**src/rtl/md_hazard_pkg.sv**
```systemverilog
// -----------------------------------------------------------------------------
// md_hazard_pkg
// Shared definitions for the mult/div hazard and writeback controller:
//   - md_state_e : controller FSM state (IDLE, BUSY, WB)
//   - REG_W      : architectural register index width
//   - CNT_W      : latency counter width (latencies 1..63)
//   - MUL_LAT_DEF / DIV_LAT_DEF : default unit latencies in cycles
// -----------------------------------------------------------------------------
package md_hazard_pkg;

    localparam int REG_W = 5;
    localparam int CNT_W = 6;

    localparam int MUL_LAT_DEF = 4;
    localparam int DIV_LAT_DEF = 32;

    typedef enum logic [1:0] {
        IDLE = 2'd0,
        BUSY = 2'd1,
        WB   = 2'd2
    } md_state_e;

endpackage

```
**src/rtl/reg_hit.sv**
```systemverilog
// -----------------------------------------------------------------------------
// reg_hit
// Register-index match against the pending mult/div destination.
// Register 0 is hardwired to zero, so it never produces a hit.
// Ports:
//   i_idx   : register index from decode (rs, rt or rd)
//   i_pend  : pending destination register
//   o_hit   : indices equal and nonzero (not yet qualified by FSM state)
// -----------------------------------------------------------------------------
module reg_hit
    import md_hazard_pkg::*;
(
    input  logic [REG_W-1:0] i_idx,
    input  logic [REG_W-1:0] i_pend,
    output logic             o_hit
);

    assign o_hit = (i_idx == i_pend) && (i_idx != '0);

endmodule

```
**src/rtl/md_hazard_ctrl.sv**
```systemverilog
// -----------------------------------------------------------------------------
// md_hazard_ctrl
// Hazard and writeback controller for the multi-cycle multiply/divide unit.
// Tracks the single outstanding mult/div destination, counts its latency,
// stalls decode on RAW/WAW hits or unit conflicts, and requests the shared
// register-file write port when the result is due.
//
// Parameters:
//   MUL_LAT : multiply latency in cycles, legal 1..63
//   DIV_LAT : divide latency in cycles, legal 1..63
// Ports:
//   clock      : sole clock, rising edge
//   reset      : synchronous, active-high
//   dec_valid  : decode instruction valid
//   dec_is_md  : decode instruction is mult/div
//   dec_is_div : 1 = divide, 0 = multiply (qualifies dec_is_md)
//   dec_writes : decode instruction writes dec_rd
//   dec_rs     : source register A
//   dec_rt     : source register B
//   dec_rd     : destination register
//   flush      : kill the decode instruction this cycle
//   wb_ack     : write-port grant for the mult/div result
//   stall      : hold decode (combinational)
//   md_start   : registered one-cycle start pulse to the unit
//   md_is_div  : registered operation select, valid with md_start
//   busy       : controller not idle
//   wb_req     : write-port request, high throughout WB
//   wb_rd      : pending destination, valid while wb_req
//
// Handshake: the result is written back on the edge where wb_req and wb_ack
// are both high; wb_req holds with stable wb_rd until that edge, and wb_ack
// outside WB has no effect.
// -----------------------------------------------------------------------------
module md_hazard_ctrl
    import md_hazard_pkg::*;
#(
    parameter int MUL_LAT = MUL_LAT_DEF,
    parameter int DIV_LAT = DIV_LAT_DEF
) (
    input  logic             clock,
    input  logic             reset,
    input  logic             dec_valid,
    input  logic             dec_is_md,
    input  logic             dec_is_div,
    input  logic             dec_writes,
    input  logic [REG_W-1:0] dec_rs,
    input  logic [REG_W-1:0] dec_rt,
    input  logic [REG_W-1:0] dec_rd,
    input  logic             flush,
    input  logic             wb_ack,
    output logic             stall,
    output logic             md_start,
    output logic             md_is_div,
    output logic             busy,
    output logic             wb_req,
    output logic [REG_W-1:0] wb_rd
);

    localparam logic [CNT_W-1:0] MUL_CNT = CNT_W'(MUL_LAT);
    localparam logic [CNT_W-1:0] DIV_CNT = CNT_W'(DIV_LAT);
    localparam logic [CNT_W-1:0] CNT_ONE = CNT_W'(1);

    md_state_e        r_state;
    md_state_e        w_state_nxt;
    logic [CNT_W-1:0] r_cnt;
    logic [REG_W-1:0] r_pend_rd;
    logic             r_md_start;
    logic             r_md_is_div;

    logic             w_not_idle;
    logic             w_hit_rs;
    logic             w_hit_rt;
    logic             w_hit_rd;
    logic             w_stall;
    logic             w_accept;

    // -------------------------------------------------------------------------
    // Hazard detection against the pending destination
    // -------------------------------------------------------------------------
    reg_hit u_hit_rs (.i_idx(dec_rs), .i_pend(r_pend_rd), .o_hit(w_hit_rs));
    reg_hit u_hit_rt (.i_idx(dec_rt), .i_pend(r_pend_rd), .o_hit(w_hit_rt));
    reg_hit u_hit_rd (.i_idx(dec_rd), .i_pend(r_pend_rd), .o_hit(w_hit_rd));

    assign w_not_idle = (r_state != IDLE);

    // Hits only matter while a result is outstanding; a second mult/div is a
    // structural conflict for the whole time the unit is owned. WB still
    // stalls even when wb_ack is high: there is no forwarding path.
    assign w_stall = dec_valid && !flush && w_not_idle &&
                     (w_hit_rs || w_hit_rt || (dec_writes && w_hit_rd) || dec_is_md);

    // Only reachable in IDLE, since any mult/div outside IDLE stalls.
    assign w_accept = dec_valid && dec_is_md && !flush && !w_stall;

    // -------------------------------------------------------------------------
    // FSM: state register
    // -------------------------------------------------------------------------
    always_ff @(posedge clock) begin
        if (reset) begin
            r_state <= IDLE;
        end else begin
            r_state <= w_state_nxt;
        end
    end

    // -------------------------------------------------------------------------
    // FSM: next state
    // -------------------------------------------------------------------------
    always_comb begin
        w_state_nxt = r_state;
        case (r_state)
            IDLE: if (w_accept)        w_state_nxt = BUSY;
            // cnt starts at LAT, so BUSY lasts exactly LAT cycles.
            BUSY: if (r_cnt == CNT_ONE) w_state_nxt = WB;
            WB:   if (wb_ack)          w_state_nxt = IDLE;
            default:                   w_state_nxt = IDLE;
        endcase
    end

    // -------------------------------------------------------------------------
    // FSM: outputs
    // -------------------------------------------------------------------------
    always_comb begin
        busy   = 1'b0;
        wb_req = 1'b0;
        wb_rd  = '0;
        case (r_state)
            BUSY: begin
                busy = 1'b1;
            end
            WB: begin
                busy   = 1'b1;
                wb_req = 1'b1;
                wb_rd  = r_pend_rd;
            end
            default: begin
                busy = 1'b0;
            end
        endcase
    end

    // -------------------------------------------------------------------------
    // Datapath registers: latency counter, pending rd, start pulse
    // -------------------------------------------------------------------------
    always_ff @(posedge clock) begin
        if (reset) begin
            r_cnt       <= '0;
            r_pend_rd   <= '0;
            r_md_start  <= 1'b0;
            r_md_is_div <= 1'b0;
        end else begin
            r_md_start <= w_accept;
            if (w_accept) begin
                r_cnt       <= dec_is_div ? DIV_CNT : MUL_CNT;
                r_pend_rd   <= dec_rd;
                r_md_is_div <= dec_is_div;
            end else if (r_state == BUSY) begin
                r_cnt <= r_cnt - CNT_ONE;
            end else if ((r_state == WB) && wb_ack) begin
                // Clearing pend_rd makes the released register unable to hit.
                r_pend_rd <= '0;
            end
        end
    end

    assign stall     = w_stall;
    assign md_start  = r_md_start;
    assign md_is_div = r_md_is_div;

endmodule

```
**config.mk**
```make
export PLATFORM = sky130hd
export DESIGN_NAME = md_hazard_ctrl
export DESIGN_NICKNAME = d
export VERILOG_FILES = /design/src/rtl/md_hazard_pkg.sv /design/src/rtl/reg_hit.sv /design/src/rtl/md_hazard_ctrl.sv
export SDC_FILE = /design/constraint.sdc
export NUM_CORES = 1
export LEC_CHECK = 0
export CORE_MARGIN = 2
export CORE_UTILIZATION = 30
export DETAILED_ROUTE_END_ITERATION = 10
export SETUP_SLACK_MARGIN = 0.15
export SYNTH_ARGS = -nofsm -noshare
export SYNTH_HDL_FRONTEND = slang
export SYNTH_SLANG_ARGS = --single-unit
```
**constraint.sdc**
```tcl
create_clock -name clock -period 2.31 [get_ports clock]
set_input_delay 0.462 -clock clock [delete_from_list [all_inputs] [get_ports clock]]
set_output_delay 0.462 -clock clock [all_outputs]
set_load 0.01 [all_outputs]
```
==> results of run 1 <==
-- cell type report --
class,instances,area [µm²],share of cell area
flip-flops and latches,15,314,0.214
clock inverters,1,5.00,0.00341
clock buffers,3,22.5,0.0154
repair buffers,47,422,0.288
multi-input cells,76,622,0.424
inverters,7,26.3,0.0179
well taps,44,55.1,0.0375
-- Yosys cell counts (3+ instances only) --
library cell and number:
sky130_fd_sc_hd__inv_1 6, sky130_fd_sc_hd__dfxtp_1 15, sky130_fd_sc_hd__nor2_1 8, sky130_fd_sc_hd__a211oi_1 6
sky130_fd_sc_hd__xor2_1 12, sky130_fd_sc_hd__a22o_1 4, sky130_fd_sc_hd__nor4_1 4, sky130_fd_sc_hd__a21oi_1 3
sky130_fd_sc_hd__and2_1 4, sky130_fd_sc_hd__buf_2 4, sky130_fd_sc_hd__ha_1 5, sky130_fd_sc_hd__xnor2_1 7
-- placed cells by master, fill, tap and decap left out, types with 4 or more instances in the layout --
| cell | n |
|---|---|
| sky130_fd_sc_hd__xnor2_1 | 5 |
| sky130_fd_sc_hd__xor2_1 | 11 |
| sky130_fd_sc_hd__ha_1 | 4 |
| sky130_fd_sc_hd__a22o_1 | 4 |
| sky130_fd_sc_hd__inv_1 | 5 |
| sky130_fd_sc_hd__dlygate4sd2_1 | 10 |
| sky130_fd_sc_hd__nor2_1 | 8 |
| sky130_fd_sc_hd__buf_4 | 14 |
| sky130_fd_sc_hd__dfxtp_1 | 10 |
| sky130_fd_sc_hd__and2_1 | 4 |
| sky130_fd_sc_hd__clkdlybuf4s50_1 | 18 |
| sky130_fd_sc_hd__a211oi_1 | 6 |
-- final timing paths --
check                                    end  slack, ps  depth (start not counted)
worst min-delay path               md_is_div        500                          2
worst max-delay path                   stall        150                          5
worst min register to register     md_is_div        500                          2
worst max register to register  r_pend_rd[1]        520                          7
-- layer usage --
| layer | part of all wire | up-vias |
|---|---|---|
| li1 | - | 455 |
| met5 | 0 | - |
| met4 | 0 | 0 |
| met1 | 0.44 | 412 |
| met3 | 0.071 | 0 |
| met2 | 0.49 | 35 |
-- stage by stage --
| step | utilization | power (mW) |
|---|---|---|
| after global placement | 0.451 | 0.435 |
| after detailed placement | 0.451 | 0.439 |
| after global routing | 0.484 | 0.624 |
| after floorplan | - | 0.364 |
| after CTS | 0.464 | 0.588 |
| final | 0.484 | 0.588 |
-- registers in the layout, summed over array words and instances, names as in the netlist --
signal and flops:
r_cnt 6, r_pend_rd 5, r_state 2, md_is_div 1
md_start 1
-- worst max-delay path: stages, from the launching register on --
cell,delay (ps)
sky130_fd_sc_hd__dfxtp_1,370
sky130_fd_sc_hd__inv_2,70
sky130_fd_sc_hd__ha_1,200
sky130_fd_sc_hd__or3b_2,480
sky130_fd_sc_hd__a31oi_1,140
sky130_fd_sc_hd__buf_2,150
-- power breakdown --
group,switching [mW],internal [mW]
Clock,0.0886,0.0642
Sequential,0.0145,0.270
Combinational,0.0649,0.0858
Total,0.168,0.420
-- cell families after synthesis --
family / after synthesis / synth area share
simple gates: 31 / 0.200
flops: 15 / 0.316
compound gates: 21 / 0.170
xor+xnor: 19 / 0.175
buf+inv: 13 / 0.0725
fa+ha+maj: 5 / 0.0659
-- timing repair --
item                                    CTS  global route
pin swaps                                 9             7
buffers inserted                          0             4
gates resized for setup                  29             6
endpoints found under the setup margin    6             6
==> results summary, run 1 <==
The number of endpoints failing setup at the final stage came out at 0. Of all cell types, the one taking the most synthesized area is sky130_fd_sc_hd__dfxtp_1. The initial antenna violation count came out at 0. The repair_antennas step left the layout with diodes totalling 0.

The die outline height is 60.3 µm. For met1 alone, demand over resource in global routing was 0.176. STA classifies the critical path endpoint as an output pin. The worst hold path begins at md_is_div. The number of placement rows is 20.

met2 is the most crowded layer. The H-tree level count is 1. The synthesized netlist net count is 132.

The half-perimeter wire length after detailed placement came out at 1.86 mm. The effective utilization at floorplan came out at 0.314. In the post-synthesis netlist, the biggest area contributors are sky130_fd_sc_hd__dfxtp_1 (32%), sky130_fd_sc_hd__xor2_1 (11%), sky130_fd_sc_hd__ha_1 (6.6%). The final antenna-violating net count came out at 0. The detailed-routing iteration count for the pre-antenna-repair pass came out at 4. The post-synthesis async set-or-reset flop share is 0. The flow ran to the end, and the final reports show no timing, DRC or antenna violations. The ratio of cells with drive above 1 in the final layout is 0.262.

The tree is rooted in a sky130_fd_sc_hd__clkbuf_4. The mean instance size in the synthesized netlist is 9.13 µm². The number of buffers added by the clock tree synthesis step came out at 3.

In this run the critical register-to-register path is launched from r_state[0]. The via count of the first global-routing pass came to 938. The met2 routing resource usage after global routing is 0.270. The sequential area share after synthesis is 0.316. For this run, global-route usage on met3 was measured as 0.0303. The total number of vias came out at 902. The clock skew after layout came out at 6.56 ps. The number of maximum-capacitance violations is 0. The data arrival at the endpoint of the critical path is 1700 ps. The mapped cell area is 950 µm².

The global-route wire length before repair came out at 4.06 mm. Final hold analysis gives a worst-case slack of 498 ps. The placement-stage worst setup slack came out at -436 ps. Dividing the detail-routed wire length by the instance count gives 12.8 µm.

The count of cells in the finished layout, fillers not included, comes to 193. The leakage power of the design is 0.605 nW. Wires add up to 2.47 mm. At the pin with the least slew margin, the transition time is 458 ps. The maximum clock path buffer count came out at 2. The clock latency on the worst-skew pair is 280 ps. In the synthesized netlist the dominant register cell turns out to be sky130_fd_sc_hd__dfxtp_1. The number of synthesis warnings came out at 0. The share of synthesized area in the top cell type comes to 0.316. Entering global routing, the biggest net connects 10 pins. TritonCTS built the clock tree. The min-delay analysis places its worst path in the category reg2reg. The total negative slack for setup checks is 0 ps.

In this run, placement finished with an instance count of 185. Relative to the synthesized area, the layout overhead comes to 54.4%. Counting every instance in the synthesized netlist gives 104. The fmax came out at 0.463 GHz.

The aggregate global-route resource usage is 0.147. The count of hold buffers inserted by post-cts repair is 0. The final routed DRC violation total is 0. The number of sinks handled by clock tree synthesis is 15. The final critical-path setup slack is 149 ps. The placeable core region is 0.00303 mm². The distinct cell type count of the synthesized netlist came out at 35. The area of the die came out at 0.00363 mm². The critical path is of the reg2out type.

The die outline width came out at 60.3 µm. The power per unit of standard cell area came out at 401 mW/mm². The cell area after layout came out at 0.00147 mm². The count of flip-flops with a built-in enable after synthesis came out at 0. The detail-routed via count per cell came out at 4.67. The worst relative slew slack came out at 0.693.

The clock edge transition at the registers on the reported setup and hold paths came out at 100 ps. The maximum VDD drop is 0.000223 V. The maximum fanout encountered on the critical timing path is 3. The detailed router finished its first iteration with 14 violations.

The number of buffers added on ports came out at 32. The kind of start point of the critical path is a flop. The layout net count is 178.

The worst setup path startpoint is r_state[0]. The number of top-level pins is 33. The ratio of final minimum period to clock period came out at 0.936.

After synthesis the netlist holds a flip-flop and latch count of 15. The placer congestion estimate is 0.763. The minimum period implied by the final worst setup slack came out at 2160 ps. In this run the cell area measured after placement is 0.00137 mm². The critical path data required time is 1850 ps. Counting the fill cells in the layout gives 302. The final count of pins violating max slew came out at 0. Setup repair after global routing could not meet its margin everywhere. The final count of hold timing violations is 0. The remaining global-route overflow is 0.
Note: power is estimated with default switching activity, not from simulation.
==> inputs of run 2 (changes only) <==
- CORE_UTILIZATION: 30 -> 47
- PLACE_DENSITY: unset -> 0.83
==> run 2 against run 1 <==
Net effect: combinational power decreased by 4%; worst setup slack improved by 14 ps; first-iteration DRC count decreased by 50%; sequential share of layout area increased by 0.64 points; global-route usage increased by 5.2 points; routed wire length decreased by 9.3%; maximum frequency increased by 0.65%; clock-buffer cell count unchanged.
==> results summary, run 2 (synthesized netlist as in run 1, its figures left out) <==
The run finished with clean final reports. Entering global routing, the biggest net connects 10 pins. Setup repair after global routing could not meet its margin everywhere. The post-layout instance count excluding filler cells is 174.

The die outline height came out at 49.0 µm. The top cell types in the final layout, fill and taps aside, are sky130_fd_sc_hd__clkdlybuf4s50_1 (18), sky130_fd_sc_hd__xor2_1 (12), sky130_fd_sc_hd__buf_4 (12), sky130_fd_sc_hd__dfxtp_1 (10), sky130_fd_sc_hd__nor2_1 (8). Before CTS, the worst setup slack after placement is -433 ps.

The power per unit of standard cell area is 412 mW/mm². The final antenna-violating net count is 0. The total placed cells including tap cells came out at 169.

In this run the tightest slew margin relative to its limit is 0.701. The placer congestion estimate came out at 0.781. The setup path with the least slack is of type in2out. The largest incremental delay on the critical path is 470 ps. The total negative slack for setup checks came out at 0 ps.

The total power came out at 0.582 mW. The largest registers in the layout are r_cnt x6, r_pend_rd x5, r_state x2. The data arrival at the endpoint of the critical path is 1690 ps. The path class of the tightest hold or removal check is reg2reg. The detailed-routing iteration count for the pre-antenna-repair pass came out at 4. VDD sags by at most 0.000345 V. The register with the most flip-flops in the final layout is r_cnt. The total number of vias came out at 872.

The critical path data required time is 1850 ps. After floorplanning, the core was sized to cover 0.00194 mm². The clock drives 15 sinks. The aggregate global-route resource usage is 0.199.

The storage element area is 312 µm². The area growth from synthesis to layout came out at 48.7%. Walking the worst path, the cells encountered are clkdlybuf4s50_1, or3b_2, a31oi_1, buf_2. The multi-input gate area in the final layout came out at 598 µm². Clock-pin slew was measured on the worst setup and hold paths at 90 ps. The number of maximum-capacitance violations is 0. The number of fill cells came out at 150. The number of endpoints failing setup at the final stage is 0. The total inserted antenna cells is 0. The detailed-route wire length is 2.24 mm. The maximum clock path buffer count is 2. The highest-delay cell along the critical path is sky130_fd_sc_hd__clkdlybuf4s50_1. The final count of hold timing violations came out at 0. The worst setup path is captured at an output pin. The count of hold buffers inserted by post-cts repair came out at 0.

Clock skew on the completed layout was measured at 3.67 ps. The register with the most flip-flops in the layout has 6 of them. CTS placed an instance of sky130_fd_sc_hd__clkbuf_4 at the clock tree root.

The worst setup path is launched from an input pin. The count of buffer and inverter cells on the critical path is 2. The die outline width came out at 49.0 µm. The via count of the first global-routing pass came out at 901. The leading cell type in the layout, fill and taps excluded is sky130_fd_sc_hd__clkdlybuf4s50_1. The net count of the finished layout is 176. Once placement finished, the instance area stood at 0.00135 mm². The final critical-path setup slack is 163 ps. The number of placement rows came out at 16. Along the worst path, the maximum fanout reaches 2.

The initial utilization of the core area, before any placement, comes to 0.489. The initial antenna violation count is 0. For this run the aggregate overflow at the end of global routing stands at 0. The global-route wire length before repair came out at 3.77 mm. The clock reaches the later pin of the worst-skew pair after 280 ps.

The number of buffers added by the clock tree synthesis step came out at 3. After legalization and detailed placement, the total HPWL measured 1.81 mm. The ratio of cells with drive above 1 in the final layout is 0.245.

TritonCTS built the clock tree. 33 I/O pins were placed. The H-tree level count came out at 1.

The cell area after layout came out at 0.00141 mm². The leakage power of the design came out at 0.629 nW. The detailed-route wire length per cell came out at 12.9 µm. Static timing analysis puts the maximum clock frequency at 0.466 GHz. The detail-routed via count per cell is 5.01. For this run, design rule violations remaining after detail routing come to 0. The transition time at the pin with the least slew margin came out at 446 ps.

The top cell family by delay on the critical path is buffers and inverters. The final count of pins violating max slew was 0. The detailed router finished its first iteration with 7 violations. The number of buffers added on ports came out at 32. The minimum period implied by the final worst setup slack is 2150 ps.

The area of the die is 0.00240 mm². The ratio of final minimum period to clock period is 0.930.
-- run 2: cell count changes in the layout (fill, tap and decap cells not counted), moves of 2 or more --
cell / delta
sky130_fd_sc_hd__buf_2: +2
sky130_fd_sc_hd__buf_4: -2
sky130_fd_sc_hd__dlygate4sd2_1: -5
sky130_fd_sc_hd__clkdlybuf4s15_1: -2
sky130_fd_sc_hd__dlymetal6s2s_1: +5
-- run 2: through the flow --
stage	hold WS, ps	util
2_1_floorplan	468	-
4_1_cts	507	0.717
6_report	515	0.727
5_1_grt	551	0.727
3_3_place_gp	476	0.696
3_5_place_dp	498	0.696
-- run 2: where the power goes --
part	total, mW	leakage [nW]	switching (mW)	internal [mW]
sequential	0.285	0.125	0.0141	0.271
clock	0.152	0.0177	0.0874	0.0643
combinational	0.145	0.486	0.0611	0.0841
total	0.582	0.629	0.163	0.419
-- run 2: worst paths after layout --
kind / start / end / slack, ps / cells past startpoint
max: dec_valid / stall / 160 / 4
min: r_cnt[1] / r_cnt[1] / 520 / 2
max reg2reg: r_state[0] / r_pend_rd[0] / 560 / 7
min reg2reg: r_cnt[1] / r_cnt[1] / 520 / 2
-- run 2: layer usage --
| layer | part of all wire | vias up | track usage |
|---|---|---|---|
| li1 | - | 454 | - |
| met1 | 0.45 | 389 | 0.229 |
| met2 | 0.50 | 23 | 0.370 |
| met3 | 0.029 | 6 | 0.0337 |
| met4 | 0.018 | 0 | 0.0667 |
| met5 | 0 | - | 0 |
-- run 2: area by class of cell --
cell class                 count  share of cell area
clock buffer                   3              0.0159
clock inverter                 1             0.00354
inverter                       7              0.0186
multi-input combinational     76               0.423
sequential                    15               0.221
tap                           27              0.0239
timing repair buffer          45               0.294
-- run 2: worst register-to-register path: stages (launching register included) --
cell	delay, ps
sky130_fd_sc_hd__dfxtp_1	340
sky130_fd_sc_hd__inv_1	70
sky130_fd_sc_hd__ha_1	200
sky130_fd_sc_hd__buf_4	140
sky130_fd_sc_hd__nand4b_2	160
sky130_fd_sc_hd__nand2b_1	170
sky130_fd_sc_hd__a31oi_1	400
sky130_fd_sc_hd__a22o_2	210
-- run 2: what timing repair did --
| action | CTS | global route |
|---|---|---|
| pin swaps | 7 | 7 |
| endpoints found under the setup margin | 6 | 6 |
| setup buffers | 1 | 0 |
| gates resized for setup | 26 | 8 |
